==> config.mk <==
export PLATFORM = sky130hd
export DESIGN_NAME = sys_ctrl
export DESIGN_NICKNAME = d
export VERILOG_FILES = /design/src/rtl/sys_ctrl_pkg.sv /design/src/rtl/sys_ctrl.sv
export SDC_FILE = /design/constraint.sdc
export NUM_CORES = 1
export LEC_CHECK = 0
export ABC_AREA = 1
export ABC_CLOCK_PERIOD_IN_PS = 1200
export BUFFER_PORTS_ARGS = -buffer_cell sky130_fd_sc_hd__buf_2
export CAP_MARGIN = 10
export CORE_MARGIN = 1.5
export CORE_UTILIZATION = 47
export DETAILED_ROUTE_END_ITERATION = 8
export PLACE_DENSITY = 0.73
export SETUP_SLACK_MARGIN = 0.3
export SYNTH_ARGS = -nofsm -noshare
export SYNTH_HDL_FRONTEND = slang
export SYNTH_SLANG_ARGS = --single-unit
export TNS_END_PERCENT = 1
==> constraint.sdc <==
create_clock -name CLK -period 1.2 [get_ports CLK]
set_input_delay 0.06 -clock CLK [delete_from_list [all_inputs] [get_ports CLK]]
set_output_delay 0.06 -clock CLK [all_outputs]
set_load 0.005 [all_outputs]
==> src/rtl/sys_ctrl_pkg.sv <==
// sys_ctrl_pkg: shared definitions for the UART command sequencer.
// Holds the FSM state encoding, the frame command bytes, the error
// byte and the register-file addresses used for ALU operands.
package sys_ctrl_pkg;

  // Sequencer states
  typedef enum logic [3:0] {
    IDLE     = 4'd0,
    WR_ADDR  = 4'd1,
    WR_DATA  = 4'd2,
    RD_ADDR  = 4'd3,
    RD_WAIT  = 4'd4,
    OP_A     = 4'd5,
    OP_B     = 4'd6,
    FUN      = 4'd7,
    ALU_WAIT = 4'd8,
    TX_LO    = 4'd9,
    TX_HI    = 4'd10
  } state_e;

  // First byte of each frame selects the command
  localparam logic [7:0] CMD_RF_WR   = 8'hAA;
  localparam logic [7:0] CMD_RF_RD   = 8'hBB;
  localparam logic [7:0] CMD_ALU_OP  = 8'hCC;
  localparam logic [7:0] CMD_ALU_NOP = 8'hDD;

  // Byte returned for an unknown command when error reporting is built in
  localparam logic [7:0] ERR_BYTE = 8'hEE;

  // Register-file locations feeding the ALU operands
  localparam int OPA_ADDR = 0;
  localparam int OPB_ADDR = 1;

endpackage

==> src/rtl/sys_ctrl.sv <==
// sys_ctrl: command sequencer between UART RX and the register file / ALU.
// Parses byte frames (RF write, RF read, ALU with/without operands),
// drives register-file and ALU strobes, gates the ALU clock while an
// operation is in flight and returns results byte-wise to the TX FIFO.
// Optional feature: define SYS_CTRL_ERR_EN to answer unknown command
// bytes with ERR_BYTE; otherwise unknown bytes are ignored.
// All outputs are registered; reset is asynchronous, active-low.
module sys_ctrl
  import sys_ctrl_pkg::*;
#(
  parameter int WIDTH = 8,
  parameter int ADDR  = 4,
  parameter int FUN_W = 4
) (
  input  logic               CLK,
  input  logic               RST,
  input  logic [WIDTH-1:0]   RX_P_DATA,
  input  logic               RX_D_VLD,
  input  logic [WIDTH-1:0]   RdData,
  input  logic               RdData_VLD,
  input  logic [2*WIDTH-1:0] ALU_OUT,
  input  logic               ALU_OUT_VLD,
  input  logic               FIFO_FULL,
  output logic               WrEn,
  output logic               RdEn,
  output logic [ADDR-1:0]    Address,
  output logic [WIDTH-1:0]   WrData,
  output logic               ALU_EN,
  output logic [FUN_W-1:0]   ALU_FUN,
  output logic               CLK_GATE_EN,
  output logic [WIDTH-1:0]   TX_P_DATA,
  output logic               TX_D_VLD
);

  // Command bytes resized to the byte width so comparisons stay width-exact
  localparam logic [WIDTH-1:0] CMD_WR  = WIDTH'(CMD_RF_WR);
  localparam logic [WIDTH-1:0] CMD_RD  = WIDTH'(CMD_RF_RD);
  localparam logic [WIDTH-1:0] CMD_OP  = WIDTH'(CMD_ALU_OP);
  localparam logic [WIDTH-1:0] CMD_NOP = WIDTH'(CMD_ALU_NOP);

  state_e             state_reg;
  // Captured read data or ALU result; low half is sent first
  logic [2*WIDTH-1:0] result_reg;
  // Set when only the low byte of result_reg is to be returned
  logic               single_reg;

  // Sequencer FSM with all outputs registered in the same process
  always_ff @(posedge CLK or negedge RST) begin
    if (!RST) begin
      state_reg   <= IDLE;
      result_reg  <= '0;
      single_reg  <= 1'b0;
      WrEn        <= 1'b0;
      RdEn        <= 1'b0;
      Address     <= '0;
      WrData      <= '0;
      ALU_EN      <= 1'b0;
      ALU_FUN     <= '0;
      CLK_GATE_EN <= 1'b0;
      TX_P_DATA   <= '0;
      TX_D_VLD    <= 1'b0;
    end else begin
      // Strobes are single-cycle; the gate enable is only raised by the
      // states that own an ALU operation
      WrEn        <= 1'b0;
      RdEn        <= 1'b0;
      ALU_EN      <= 1'b0;
      TX_D_VLD    <= 1'b0;
      CLK_GATE_EN <= 1'b0;

      unique case (state_reg)
        IDLE: begin
          if (RX_D_VLD) begin
            if (RX_P_DATA == CMD_WR) begin
              state_reg <= WR_ADDR;
            end else if (RX_P_DATA == CMD_RD) begin
              state_reg <= RD_ADDR;
            end else if (RX_P_DATA == CMD_OP) begin
              state_reg <= OP_A;
            end else if (RX_P_DATA == CMD_NOP) begin
              // Operands already sit in REG0/REG1; start the ALU clock now
              state_reg   <= FUN;
              CLK_GATE_EN <= 1'b1;
            end else begin
`ifdef SYS_CTRL_ERR_EN
              // Report the unknown command through the normal TX path
              result_reg <= {{WIDTH{1'b0}}, WIDTH'(ERR_BYTE)};
              single_reg <= 1'b1;
              state_reg  <= TX_LO;
`else
              state_reg  <= IDLE;
`endif
            end
          end
        end

        WR_ADDR: begin
          if (RX_D_VLD) begin
            Address   <= RX_P_DATA[ADDR-1:0];
            state_reg <= WR_DATA;
          end
        end

        WR_DATA: begin
          if (RX_D_VLD) begin
            WrData    <= RX_P_DATA;
            WrEn      <= 1'b1;
            state_reg <= IDLE;
          end
        end

        RD_ADDR: begin
          if (RX_D_VLD) begin
            Address   <= RX_P_DATA[ADDR-1:0];
            RdEn      <= 1'b1;
            state_reg <= RD_WAIT;
          end
        end

        RD_WAIT: begin
          // RX bytes are dropped here; the UART cannot deliver that fast
          if (RdData_VLD) begin
            result_reg <= {{WIDTH{1'b0}}, RdData};
            single_reg <= 1'b1;
            state_reg  <= TX_LO;
          end
        end

        OP_A: begin
          if (RX_D_VLD) begin
            Address   <= ADDR'(OPA_ADDR);
            WrData    <= RX_P_DATA;
            WrEn      <= 1'b1;
            state_reg <= OP_B;
          end
        end

        OP_B: begin
          if (RX_D_VLD) begin
            Address     <= ADDR'(OPB_ADDR);
            WrData      <= RX_P_DATA;
            WrEn        <= 1'b1;
            CLK_GATE_EN <= 1'b1;
            state_reg   <= FUN;
          end
        end

        FUN: begin
          CLK_GATE_EN <= 1'b1;
          if (RX_D_VLD) begin
            ALU_FUN   <= RX_P_DATA[FUN_W-1:0];
            ALU_EN    <= 1'b1;
            state_reg <= ALU_WAIT;
          end
        end

        ALU_WAIT: begin
          // Clock stays on through the cycle after the result strobe so the
          // ALU can retire its valid flag
          CLK_GATE_EN <= 1'b1;
          if (ALU_OUT_VLD) begin
            result_reg <= ALU_OUT;
            single_reg <= 1'b0;
            state_reg  <= TX_LO;
          end
        end

        TX_LO: begin
          if (!FIFO_FULL) begin
            TX_P_DATA <= result_reg[WIDTH-1:0];
            TX_D_VLD  <= 1'b1;
            state_reg <= single_reg ? IDLE : TX_HI;
          end
        end

        TX_HI: begin
          if (!FIFO_FULL) begin
            TX_P_DATA <= result_reg[2*WIDTH-1:WIDTH];
            TX_D_VLD  <= 1'b1;
            state_reg <= IDLE;
          end
        end

        default: begin
          state_reg <= IDLE;
        end
      endcase
    end
  end

endmodule

==> summary.md, run 1 <==
| Metric | Value |
|---|---|
| Final hold viol count | `0` |
| Via count of the first global-routing pass | `2301` |
| Nets | `477` |
| First-pass GRT wire length | `10500 microns` |
| Worst hold margin | `0.00458 ns` |
| Cell count after synthesis | `330` |
| Largest stage delay on the critical path | `0.47 ns` |
| Synth Warn # | `0` |
| Syn avg cell area | `7.58 sq um` |
| CTS tree | `yes` |
| Top post-synthesis cells by area | `dfrtp_1, nand2_1, o21ai_0` |
| Share of power burned in registers | `41.5%` |
| Flops & latches, synth | `50` |
| Routed WL per cell | `12.0 microns` |
| HP Class | `input port to register` |
| Library cells used by synthesis | `24` |
| Max H-tree Level | `2` |
| Final setup vio count | `48` |
| Clock period minus worst slack | `1.39 ns` |
| Worst path most repeated cell | `nand2_1` |
| CP bufs+invs | `2` |
| Vias per cell | `4.80` |
| Initial antenna violation count | `0` |
| # diodes | `0` |
| DP Worst Slack | `-0.264 ns` |
| Leakage power | `1.95 nW` |
| Part of the Yosys area used for sequential elements | `50.0%` |
| Largest net degree at the start of global routing | `31` |
| NetSw | `2.32 mW` |
| Top Ports | `67` |
| Cell family with most CP delay | `flip-flops` |
| CTS Root Cell | `clkbuf_8` |
| Slew HR | `82.3%` |
| Clock Skew | `0.00810 ns` |
| HPWL Detailed | `4400 microns` |
| Setup repair after global routing missed its margin | `true` |
| Final core utilization | `between 60% and 70%` |
| DRT iter0 DRCs | `136` |
| Pre-antenna DRT Iters | `5` |
| Die footprint | `5770 sq um` |
| Filler cell count | `between 400 and 500` |
| Most common cell after layout, fill and taps aside | `nand2_1` |
| Max rail drop VDD | `0.836 mV` |
| Syn_nets | `roughly 370` |
| Worst slew pin tran | `0.266 ns` |
| Worst EP arrival | `1.58 ns` |
| Max Clock Freq | `0.718 GHz` |
| Total grt overflow | `0` |
| Crit path cell chain | `buf_4 > buf_4 > nand2_1 > nor2_4 > a21oi_1 > nand3_1 > nand2_1 > nand2_1` |
| Yosys top cell by area | `dfrtp_1` |
| Antenna-violating nets left | `0` |
| Top-area cell type share of the netlist area | `50.0%` |
| Total routed wirelength | `6110 microns` |
| Starting density of the core | `49.0%` |
| CP Class | `register to register` |
| Final Non-Filler Cells | `510` |
| Clock Sinks | `50` |
| GRT Total Usage | `22.4%` |
| Core ar. | `5110 sq um` |
| Setup tns final | `-6.85 ns` |
| DR vias | `2447` |
| Slew Limit Fails | `0` |
| Placed instance count | `490` |
| Power per cell area | `1820 nW/um^2` |
| TritonCTS buffer count | `5` |
| Die height | `76.0 microns` |
| Failing checks | `negative setup slack` |
| Port Buffer Count | `66` |
| Req. time, crit path | `1.39 ns` |
| Combinational Power Share | `between 40% and 50%` |
| Drc violations | `0` |
| Layout area overhead | `38.7%` |
| CP max FO | `5` |
| CP Launch Type | `register` |
| Gpl congestion | `0.919` |
| Layout cells sized above 1 | `36.8%` |
| Site row count | `26` |
| Commonest cells after routing, fill and taps aside | `nand2_1, buf_2, dfrtp_1, inv_1, buf_4` |
| CP Capture Type | `register` |
| Crit-path slowest cell | `dfrtp_2` |
| P_int | `3.98 mW` |
| Clock power share | `between 10% and 20%` |
| Max-cap violations | `0` |
| Clock Latency Late Sink | `0.30 ns` |
| Final period utilization | `116%` |
| Final setup margin | `-0.192 ns` |
| Reg clk slew, reported paths | `0.09 ns` |
| Clk buf depth | `2` |
| Die X | `76.0 microns` |
| Status | `finished, violations left` |
| Switching Fraction | `36.8%` |
| Max FFs per register | `16` |
| Post-Syn Area | `about 2500 sq um` |
-- stage by stage --
step	area, sq um	total power, mW
floorplan	2500	3.87
global placement	3110	4.76
CTS	3390	6.11
global route	3470	6.79
finish	3470	6.31
detailed placement	3110	4.83
-- power groups by stage --
stage                     combinational [mW]  sequential (mW)  clock, mW
after global routing                    2.94             2.69       1.16
after global placement                  2.17             2.60          0
after floorplan                         1.26             2.61          0
after detailed placement                2.22             2.61          0
final                                   2.62             2.62       1.08
after CTS                               2.42             2.60       1.10
-- final timing paths --
| kind | startpoint | endpoint | slack (ns) | cells after the start |
|---|---|---|---|---|
| min in group asynchronous | RST | WrEn | 0.15 | 2 |
| setup reg to reg | state_reg[0] | state_reg[2] | -0.19 | 8 |
| hold / removal | ALU_OUT[9] | result_reg[9] | 0.005 | 3 |
| setup / recovery | state_reg[0] | state_reg[2] | -0.19 | 8 |
| max in group asynchronous | RST | state_reg[0] | 0.58 | 3 |
| hold reg to reg | result_reg[5] | result_reg[5] | 0.48 | 2 |
-- area by class of cell --
type,count,area (sq um),share of cell area [%]
multi-input combinational,235,1150,33.3
clock inverter,1,8.76,0.252
timing repair buffer,107,694,20.0
sequential,50,1260,36.2
inverter,40,173,4.97
clock buffer,7,96.3,2.78
tap,70,87.6,2.52
-- logic make-up (layout without fill, tap and decap cells) --
logic type | count (synthesis) | count (layout) | share of synthesized area [%]
buf+inv | 45 | 155 | 8.25
compound gates | 40 | 40 | 8.95
flops | 50 | 50 | 50.0
simple gates | 195 | 195 | 32.8
-- cell usage after synthesis --
master    number
o21ai_2        2
o21ai_0       29
a211oi_1       1
inv_2          7
o21ai_1        2
nand3_1       16
nor2_2         2
dfrtp_1       50
a21oi_4        1
nand3b_1       1
nand2_2        3
nand2_1      143
inv_1         32
nor3_1         2
o31ai_1        1
buf_6          3
nand2_4        2
nand4_1        1
nor2_4         4
or2_1          1
a21oi_1        4
clkinv_8       1
nor2_1        20
buf_2          2
-- worst min-delay path, stage by stage --
cell and delay, ns:
buf_2 0.08, nand3_1 0.08, o21ai_2 0.06
-- metal layers --
metal | vias up | track usage [%] | share of wire (%)
met5 | - | 0 | 0
met4 | 0 | 5.93 | 1.2
met3 | 7 | 3.37 | 5.3
met2 | 80 | 37.2 | 48
met1 | 1118 | 30.8 | 45
li1 | 1242 | - | -
-- timing repair --
| item | CTS | global route |
|---|---|---|
| cloned | 0 | 0 |
| resized for setup | 35 | 34 |
| setup endpoints to repair | 50 | 65 |
| setup buffers | 5 | 0 |
| endpoints found under the hold margin | 56 | 0 |
| pin swaps | 12 | 14 |
| hold buffers | 7 | 0 |
Note: power is estimated with default switching activity, not from simulation.
==> run 2, diff against run 1 <==
Settings changed: PLACE_DENSITY 0.73 to 0.75.
==> summary.md, run 2 (synthesis results as in run 1) <==
| Metric | Value |
|---|---|
| HPWL Detailed | `4310 microns (was 4400 microns)` |
| CTS tree | `yes (unchanged)` |
| Layout cells sized above 1 | `34.9% (was 36.8%)` |
| Layout area overhead | `36.1% (was 38.7%)` |
| Core ar. | `5110 sq um (unchanged)` |
| Reg area | `1260 sq um (unchanged)` |
| Critical Path Start | `state_reg[0] (unchanged)` |
| CP Class | `register to register (unchanged)` |
| Routed WL per cell | `11.7 microns (was 12.0 microns)` |
| Slew HR | `81.0% (was 82.3%)` |
| DR vias | `2380 (was 2447)` |
| Clock Sinks | `50 (unchanged)` |
| Most common cell after layout, fill and taps aside | `nand2_1 (unchanged)` |
| Total grt overflow | `0 (unchanged)` |
| Clk buf depth | `2 (unchanged)` |
| Setup tns final | `-6.18 ns (was -6.85 ns)` |
| Top Ports | `67 (unchanged)` |
| Cell family with most CP delay | `simple AND/OR/NAND/NOR gates (was flip-flops)` |
| Final Non-Filler Cells | `505 (was 510)` |
| Final hold viol count | `0 (unchanged)` |
| Die footprint | `5770 sq um (unchanged)` |
| DRT iter0 DRCs | `128 (was 136)` |
| Antenna-violating nets left | `0 (unchanged)` |
| Commonest cells after routing, fill and taps aside | `nand2_1, buf_2, dfrtp_1, inv_1, buf_4 (unchanged)` |
| Gpl congestion | `0.879 (was 0.919)` |
| Final period utilization | `118% (was 116%)` |
| CP Launch Type | `register (unchanged)` |
| Clock period minus worst slack | `1.42 ns (was 1.39 ns)` |
| Crit-path slowest cell | `dfrtp_2 (unchanged)` |
| CP bufs+invs | `2 (unchanged)` |
| RR Startpoint | `state_reg[0] (unchanged)` |
| Starting density of the core | `49.0% (unchanged)` |
| Slew Limit Fails | `0 (unchanged)` |
| Nets | `472 (was 477)` |
| GRT Total Usage | `22.4% (about the same)` |
| Initial antenna violation count | `0 (unchanged)` |
| Max rail drop VDD | `0.833 mV (was 0.836 mV)` |
| Setup repair after global routing missed its margin | `true (unchanged)` |
| Worst slew pin tran | `0.283 ns (was 0.266 ns)` |
| # diodes | `0 (unchanged)` |
| Multi-input logic area | `1130 sq um (was 1150 sq um)` |
| CP max FO | `5 (unchanged)` |
| Largest net degree at the start of global routing | `51 (was 31)` |
| Via count of the first global-routing pass | `2278 (was 2301)` |
| Total routed wirelength | `5890 microns (was 6110 microns)` |
| CP Capture Type | `register (unchanged)` |
| Clock Skew | `0.00538 ns (was 0.00810 ns)` |
| Vias per cell | `4.71 (was 4.80)` |
| Largest stage delay on the critical path | `0.47 ns (about the same)` |
| Die X | `76.0 microns (unchanged)` |
| DP Worst Slack | `-0.263 ns (was -0.264 ns)` |
| Reg clk slew, reported paths | `0.09 ns (about the same)` |
| Crit path cell chain | `inv_2 > nand2_4 > nor2_4 > nand2_2 > nand2_4 > nor2_4 > buf_4 > nand2_1 > nand2_1 (was buf_4 > buf_4 > nand2_1 > nor2_4 > a21oi_1 > nand3_1 > nand2_1 > nand2_1)` |
| Max H-tree Level | `2 (unchanged)` |
| Final setup margin | `-0.219 ns (was -0.192 ns)` |
| First-pass GRT wire length | `10400 microns (was 10500 microns)` |
| HP Class | `input port to register (unchanged)` |
| Tot Pwr | `6.14 mW (was 6.31 mW)` |
| CTS Root Cell | `clkbuf_8 (unchanged)` |
| Placed instance count | `488 (was 490)` |
| TritonCTS buffer count | `5 (unchanged)` |
| Clock Latency Late Sink | `0.31 ns (was 0.30 ns)` |
| Port Buffer Count | `66 (unchanged)` |
| Final setup vio count | `47 (was 48)` |
| Failing checks | `negative setup slack (unchanged)` |
| Max Clock Freq | `0.705 GHz (was 0.718 GHz)` |
| Max FFs per register | `16 (unchanged)` |
| Req. time, crit path | `1.39 ns (about the same)` |
| Site row count | `26 (unchanged)` |
| Die height | `76.0 microns (unchanged)` |
| Pre-antenna DRT Iters | `4 (was 5)` |
| Worst EP arrival | `1.61 ns (was 1.58 ns)` |
| Drc violations | `0 (unchanged)` |
| Hold path start | `ALU_OUT[8] (was ALU_OUT[9])` |
| Power per cell area | `1800 nW/um^2 (was 1820 nW/um^2)` |
| Leakage power | `1.91 nW (was 1.95 nW)` |
| Max-cap violations | `0 (unchanged)` |
| Status | `finished, violations left (unchanged)` |
| Filler cell count | `422 (was 442)` |
run 2: path summary, 6_finish.rpt:
kind	endpoint	slack, ns	cells past startpoint
setup / recovery	state_reg[0]	-0.22	9
hold / removal	result_reg[8]	0.02	3
setup reg to reg	state_reg[0]	-0.22	9
hold reg to reg	TX_P_DATA[6]	0.48	2
max in group asynchronous	WrData[4]	0.70	3
min in group asynchronous	Address[3]	0.26	3
run 2: through the flow:
| step | area (sq um) | util, % | hold WS (ns) |
|---|---|---|---|
| 2_1_floorplan | 2500 | - | -0.236 |
| 3_3_place_gp | 3100 | 60.8 | 0.0647 |
| 3_5_place_dp | 3100 | 60.8 | 0.0698 |
| 4_1_cts | 3350 | 65.6 | 0.000449 |
| 5_1_grt | 3400 | 66.7 | 0.0268 |
| 6_report | 3400 | 66.7 | 0.0160 |
run 2: area by class of cell:
type,instances,area share (%)
inverter,40,5.00
timing repair buffer,102,19.7
multi-input combinational,235,33.3
clock inverter,2,0.404
clock buffer,6,2.13
sequential,50,36.9
tap,70,2.57
run 2: power breakdown:
group / total (mW) / internal [mW] / switching (mW)
clock: 0.956 / 0.412 / 0.544
combinational: 2.57 / 1.18 / 1.40
sequential: 2.61 / 2.28 / 0.329
run 2: routing by layer:
layer / global-route usage (%) / wire (microns) / vias to the layer above
met5: 0 / 0 / -
met3: 3.13 / 271 / 10
li1: - / - / 1233
met4: 9.26 / 116 / 0
met2: 35.0 / 2780 / 68
met1: 31.5 / 2720 / 1069
run 2: worst reg2reg max path: cells and delay by family (launching register included):
kind                   cells  cell delay (ns)
flip-flops                 1             0.47
AND/OR/NAND/NOR            7             0.62
buffers and inverters      2             0.23
run 2: repair_timing:
| action | in CTS | in global routing |
|---|---|---|
| hold buffers | 6 | 1 |
| gates resized for setup | 47 | 16 |
| pin swaps | 11 | 8 |
| hold endpoints to repair | 55 | 1 |
| endpoints found under the setup margin | 51 | 63 |
| cloned | 0 | 0 |
| buffers inserted | 2 | 0 |
